--- config.mk ---
export PLATFORM = sky130hd
export DESIGN_NAME = truth_table_scanner
export DESIGN_NICKNAME = d
export VERILOG_FILES = /design/src/rtl/truth_table_scanner.sv
export SDC_FILE = /design/constraint.sdc
export NUM_CORES = 1
export LEC_CHECK = 0
export ABC_AREA = 1
export CORE_AREA = 3 3 90 110
export DETAILED_ROUTE_END_ITERATION = 8
export DIE_AREA = 0 0 93 113
export PLACE_DENSITY = 0.76
export SETUP_SLACK_MARGIN = 0.05
export SYNTH_ARGS = -nofsm -noshare
export SYNTH_HDL_FRONTEND = slang
export SYNTH_SLANG_ARGS = --single-unit
--- constraint.sdc ---
create_clock -name clk -period 6.2 [get_ports clk]
set_input_delay 1.24 -clock clk [delete_from_list [all_inputs] [get_ports clk]]
set_output_delay 1.24 -clock clk [all_outputs]
set_load 0.05 [all_outputs]
--- src/rtl/truth_table_scanner.sv ---
// Stimulus/capture engine: walks {A,B,C,D} through 0..15, samples f_in after
// SETTLE cycles per vector, then compares the captured truth table to a latched mask.
module truth_table_scanner #(
    parameter int SETTLE = 1  // cycles per vector before sampling, 1..15
) (
    input  logic        clk,
    input  logic        rst,
    input  logic        start,
    input  logic [15:0] expected,
    input  logic        f_in,
    output logic        A,
    output logic        B,
    output logic        C,
    output logic        D,
    output logic        busy,
    output logic        done,
    output logic [15:0] truth_table,
    output logic        match,
    output logic [4:0]  mismatch_cnt,
    output logic [3:0]  first_mismatch
);

    typedef enum logic [1:0] {S_IDLE, S_SCAN, S_RESULT} state_t;

    state_t      r_state;
    state_t      w_next_state;
    logic [15:0] r_exp;
    logic [3:0]  r_idx;
    logic [3:0]  r_cnt;
    logic [3:0]  r_stim;
    logic        r_busy;
    logic        r_done;
    logic [15:0] r_table;
    logic        r_match;
    logic [4:0]  r_mcnt;
    logic [3:0]  r_first;

    logic        w_accept;
    logic        w_sample;
    logic [15:0] w_diff;
    logic [4:0]  w_mcnt;
    logic [3:0]  w_first;

    assign w_accept = (r_state == S_IDLE) && start;
    assign w_sample = (r_state == S_SCAN) && (r_cnt == 4'd0);
    assign w_diff   = r_table ^ r_exp;

    always_comb begin
        w_next_state = r_state;
        case (r_state)
            S_IDLE:   if (start) w_next_state = S_SCAN;
            S_SCAN:   if (w_sample && r_idx == 4'd15) w_next_state = S_RESULT;
            S_RESULT: w_next_state = S_IDLE;
            default:  w_next_state = S_IDLE;
        endcase
    end

    // Popcount and lowest-set-bit encoder over the difference vector.
    always_comb begin
        w_mcnt  = 5'd0;
        w_first = 4'd0;
        for (int i = 0; i < 16; i++) begin
            if (w_diff[i]) w_mcnt = w_mcnt + 5'd1;
        end
        for (int i = 15; i >= 0; i--) begin
            if (w_diff[i]) w_first = 4'(i);
        end
    end

    always_ff @(posedge clk) begin
        if (rst) r_state <= S_IDLE;
        else     r_state <= w_next_state;
    end

    always_ff @(posedge clk) begin
        if (rst) begin
            r_exp   <= 16'd0;
            r_idx   <= 4'd0;
            r_cnt   <= 4'd0;
            r_stim  <= 4'd0;
            r_busy  <= 1'b0;
            r_done  <= 1'b0;
            r_table <= 16'd0;
            r_match <= 1'b0;
            r_mcnt  <= 5'd0;
            r_first <= 4'd0;
        end else begin
            r_done <= 1'b0;
            case (r_state)
                S_IDLE: begin
                    if (w_accept) begin
                        r_exp   <= expected;
                        r_idx   <= 4'd0;
                        r_stim  <= 4'd0;
                        r_table <= 16'd0;
                        r_cnt   <= 4'(SETTLE - 1);
                        r_busy  <= 1'b1;
                    end
                end
                S_SCAN: begin
                    if (r_cnt != 4'd0) begin
                        r_cnt <= r_cnt - 4'd1;
                    end else begin
                        r_table[r_idx] <= f_in;
                        // The last vector stays on the pins until RESULT clears them.
                        if (r_idx != 4'd15) begin
                            r_idx  <= r_idx + 4'd1;
                            r_stim <= r_idx + 4'd1;
                            r_cnt  <= 4'(SETTLE - 1);
                        end
                    end
                end
                S_RESULT: begin
                    r_match <= (w_diff == 16'd0);
                    r_mcnt  <= w_mcnt;
                    r_first <= w_first;
                    r_done  <= 1'b1;
                    r_busy  <= 1'b0;
                    r_stim  <= 4'd0;
                end
                default: ;
            endcase
        end
    end

    assign {A, B, C, D}   = r_stim;
    assign busy           = r_busy;
    assign done           = r_done;
    assign truth_table    = r_table;
    assign match          = r_match;
    assign mismatch_cnt   = r_mcnt;
    assign first_mismatch = r_first;

endmodule

# Yosys cells after proc, flatten, opt, wreduce, memory -nomap -nowiden
# Cells that the tools add are included.
# totals
regBits	58
elab_cells	111
ram_bits	0
n_memories	0
latch_bits	0
inputBits	20
mem_bits_ro	0
out_inout_bits	32
# op_classes
div_mod_pow	0
order_cmp	2
n_shift	0
n_reduce_logical	18
mux	52
multipliers	0
n_eq_ne	10
addsub	17
n_bitwise	1
# op_table
op	count
two-way mux 4 bit	21
adder 5 x 1 -> 5 bit (second input constant)	15
two-way mux 5 bit	15
two-way mux 16 bit	2
case mux 16 bit (2 select lines)	1
bitwise mux 16 bit	1
logical NOT 16 bit	1
case mux 4 bit (2 select lines)	2
XOR 16 bit	1
case mux 4 bit (3 select lines)	1
AND reduction 4 bit	2
inequality test 2 bit (second input constant)	3
AND reduction 2 bit	3
AND reduction 3 bit	2
< comparator 4 x 5 -> 1 bit (second input constant)	1
adder 4 x 1 -> 4 bit (second input constant)	1
demux 1 bit (select 4 bit)	1
== test 4 bit (second input constant)	1
>= comparator 4 x 1 -> 1 bit (second input constant)	1
logical AND 1 bit	4
logical NOT 4 bit	1
two-way mux 1 bit	4
two-way mux 2 bit	2
inequality test 2 x 1 -> 1 bit (second input constant)	2
11 further kinds	12

# Logic depth before layout (Yosys ltp)
# depth
word_depth	32
mapped_depth	51
depth_no_buf	51

# Worst setup path after synthesis
# Ideal clock, no wire load.
# synth_path
path_type	reg2reg
startpoint	reg r_table[1] (netlist: truth_table[1])
endpoint	reg r_mcnt[4] (netlist: mismatch_cnt[4])
path_buffers	0
stages_incl_launch_ff	48
setup_time_ns	0.109
t_arrival_ns	6.747
t_required_ns	6.091
period_less_slack_ns	6.855
slack_ns	-0.655
path_cell_list	dfxtp_1 -> nand2_1 -> nand2_1 -> inv_1 -> ha_1 -> inv_1 -> nand3_2 -> nand2_2 -> inv_1 -> ha_1 -> or2_1 -> nand2_1 -> xor2_1 -> o21ai_1 -> ha_1 -> nand2_1 -> nand2_1 -> xor2_1 -> (+12 left out) -> ha_1 -> o21ai_0 -> nand2_1 -> o21ai_0 -> xnor2_1 -> o21ai_1 -> ha_1 -> nand2_1 -> nand2_1 -> ha_1 -> nand2_1 -> nor2_2 -> nand2_2 -> inv_1 -> nand2_1 -> nand3_1 -> nand2_1 -> inv_1
# synth_via
elab_chain_len	30
# synth_rtl
element	line	source
start: declaration	33	logic [15:0] r_table;
start signal: indexed assignment	104	r_table[r_idx] <= f_in;
XOR 16 bit *	46	assign w_diff = r_table ^ r_exp;
two-way mux 5 bit *	63	if (w_diff[i]) w_mcnt = w_mcnt + 5'd1;
adder 5 x 1 -> 5 bit	63	
two-way mux 5 bit *	63	
adder 5 x 1 -> 5 bit	63	
two-way mux 5 bit *	63	
adder 5 x 1 -> 5 bit	63	
two-way mux 5 bit *	63	
(+14 left out)	n/a	
adder 5 x 1 -> 5 bit	63	
two-way mux 5 bit *	63	
adder 5 x 1 -> 5 bit	63	
two-way mux 5 bit *	63	
adder 5 x 1 -> 5 bit	63	
two-way mux 5 bit *	63	
adder 5 x 1 -> 5 bit	63	
two-way mux 5 bit *	63	
end signal: assignment	115	r_mcnt <= w_mcnt;
end: declaration	35	logic [4:0] r_mcnt;
# Every way passes the cells marked *; elsewhere a longest branch is shown, timed or not.
# A chain may end at the register's enable or synchronous reset.

# Worst setup path after layout
# Ends and elaborated chain as after synthesis.

==> flow_summary.json <==
{
  "postRouteAntennaNets": 0,
  "grt_max_degree": 31,
  "clk_pin_slew_ps": 70,
  "busiest_layer": "met2",
  "row_count": 38,
  "critPathKind": "reg2reg",
  "worst_pin_slew_ps": 1080,
  "antenna_found_initial": 0,
  "vias": 5146,
  "synth_top_area_cell": "dfxtp_1",
  "synth_top_area_share": 0.252,
  "powerDensity_nw_per_um2": 256,
  "arrival_ps": 6790,
  "fmaxAchievable_mhz": 153,
  "die_w_um": 93,
  "yosys_warnings": 0,
  "grt-ovfl-total": 0,
  "fin_util": 0.686,
  "cp-start-kind": "register",
  "ys.flop_type": "dfxtp_1",
  "finalHoldViolations": 0,
  "drcViolationCount": 0,
  "syn2layout_area_growth_pct": 33.2,
  "slew_headroom": 0.280,
  "required_ps": 6440,
  "period_share": 1.06,
  "grt_usage": 0.238,
  "detailedRoute.firstPassIterationCount": 5,
  "timing.hold.ws_ps": 465,
  "leakage_nw": 2.98,
  "cts_sinks": 58,
  "numPortBuffers": 51,
  "cts_tree": "yes",
  "synth_nets": 816,
  "slowest_stage": "dfxtp_4",
  "ys_async_sr_fraction": 0,
  "min_path_type": "reg2reg",
  "slowest_delay_ps": 360,
  "syn_inst": 777,
  "grt_pass1_vias": 4940,
  "holdBufCountCts": 0,
  "synth_cell_types": 38,
  "crit_family": "simple AND/OR/NAND/NOR gates",
  "syn_area_per_cell_um2": 5.93,
  "hpwl_mm": 8.91,
  "rsz0062_at_grt": "true",
  "drv_cap": 0,
  "cp-end-kind": "register",
  "use_met1": 0.276,
  "clockBufferDepth": 2,
  "viasPerCell": 5.17,
  "mappedNetlistArea_um2": 4600,
  "slew_viol_final": 0,
  "htreeDepth": 3,
  "finClkSkew_ps": 8.31,
  "grt_pass1_wl_mm": 20.8,
  "synth.most_common_cell": "nand2_1",
  "violations": "negative setup slack",
  "met3_usage": 0.0299,
  "gp_congestion": 0.877,
  "outcome": "complete, but fails checks",
  "synthTopCellsByArea": "dfxtp_1 (25%), nand2_1 (17%), inv_1 (9.0%), nor2_1 (8.2%), o21ai_0 (6.3%)",
  "initial_core_util": 0.515,
  "path_max_fanout": 3,
  "use_met2": 0.433,
  "die_y_um": 113,
  "period_minus_slack_ps": 6550,
  "synth_commonest_cells": "nand2_1 (208), inv_1 (111), nor2_1 (101)",
  "clk_latency_ps": 340,
  "drive_above_1_share": 0.237,
  "wl_per_cell_um": 13.1,
  "cpMostUsedCell": "nand2_2",
  "setup_viol_count_final": 4,
  "drtIter0Drc": 206,
  "yosysSeqAreaShare": 0.252,
  "die-area_um2": 10500,
  "synth-edff-count": 0,
  "diodes": 0,
  "ios": 52,
  "numCtsBuffers": 9,
  "synth_seq_cells": 58,
  "cts_root_buf": "clkbuf_8",
  "nFillCells": 803,
  "layout.nets": 909,
  "cp_num_buf_inv": 5,
  "max-vdd-ir-drop_mv": 0.176,
  "setup_ws_ps": -346,
  "dp_slack_ps": -303,
  "totalWireLength_mm": 13.0,
  "core_area_um2": 8940
}
-- power breakdown --
part	internal, mW	total (mW)	switching, mW
clock network	0.208	0.353	0.145
logic	0.339	0.816	0.477
registers	0.391	0.404	0.0130
total	0.937	1.57	0.635
-- metal layers --
| metal | share of wire | wire, um | vias up |
|---|---|---|---|
| li1 | - | - | 2631 |
| met1 | 0.42 | 5500 | 2341 |
| met3 | 0.033 | 429 | 44 |
| met2 | 0.51 | 6670 | 130 |
| met5 | 0 | 0 | - |
| met4 | 0.032 | 416 | 0 |
-- sequential cells by signal, indices dropped and copies added, names as in the netlist --
name	cells
busy	1
truth_table	16
done	1
first_mismatch	4
r_stim	4
r_exp	16
r_idx	4
r_state	2
mismatch_cnt	5
r_cnt	4
match	1
-- placed cells by master (no fill, tap or decap), types with 41 or more instances in the layout --
cell             Yosys  final
a21oi_1             42     41
nand3_1             55     44
dfxtp_1             58     54
nor2_1             101     98
nand2_1            208    181
clkdlybuf4s50_1      0     51
buf_4                0     42
inv_1              111    100
o21ai_0             58     54
nand2_2             27     45
-- timing repair --
item	4_1_cts	5_1_grt
resized for setup	26	52
buffers inserted	16	9
setup endpoints to repair	4	4
pin swaps	49	48
-- area by class of cell --
class / instances / area [um2] / area share
clock buffer: 14 / 163 / 0.0265
clock inverter: 2 / 35.0 / 0.00571
inverter: 117 / 442 / 0.0720
multi-input combinational: 590 / 3340 / 0.544
sequential: 58 / 1170 / 0.191
tap: 120 / 150 / 0.0245
timing repair buffer: 94 / 837 / 0.136
-- worst paths after layout --
kind	end	slack (ps)	startpoint	depth (start not counted)
worst min-delay path	busy	460	busy	2
worst min register to register	busy	460	busy	2
worst max register to register	mismatch_cnt[4]	-350	truth_table[1]	47
worst max-delay path	mismatch_cnt[4]	-350	truth_table[1]	47
-- worst reg2reg max path: cells and delay by family, from the launching register on --
| family | cells | cell delay [ps] |
|---|---|---|
| AND/OR/NAND/NOR | 24 | 2460 |
| adder cells (fa/ha/maj) | 8 | 2030 |
| AO/OA/AOI/OAI | 6 | 750 |
| XOR/XNOR | 4 | 590 |
| flip-flops | 1 | 360 |
| buffers and inverters | 5 | 250 |
-- metrics by stage --
stage | cell area [um2] | total power, mW | std cells | setup TNS, ps
after global placement | 5430 | 0.988 | 954 | -127
after floorplan | 4680 | 0.871 | 777 | 0
after CTS | 5860 | 1.44 | 986 | -471
final | 6130 | 1.57 | 995 | -1080
after global routing | 6130 | 1.67 | 995 | -2410
after detailed placement | 5430 | 1.01 | 954 | -1040
-- cell families (layout without fill, tap and decap cells) --
kind of cell,Yosys count,count (layout),share of synthesized area
adders and majority gates,19,19,0.0516
xor gates and xnor gates,10,10,0.0190
DFF,58,58,0.252
AOI/OAI and AO/OA,115,115,0.129
and+or+nand+nor,446,446,0.443
buffers and inverters,129,227,0.105
Note: power is estimated with default switching activity, not from simulation.
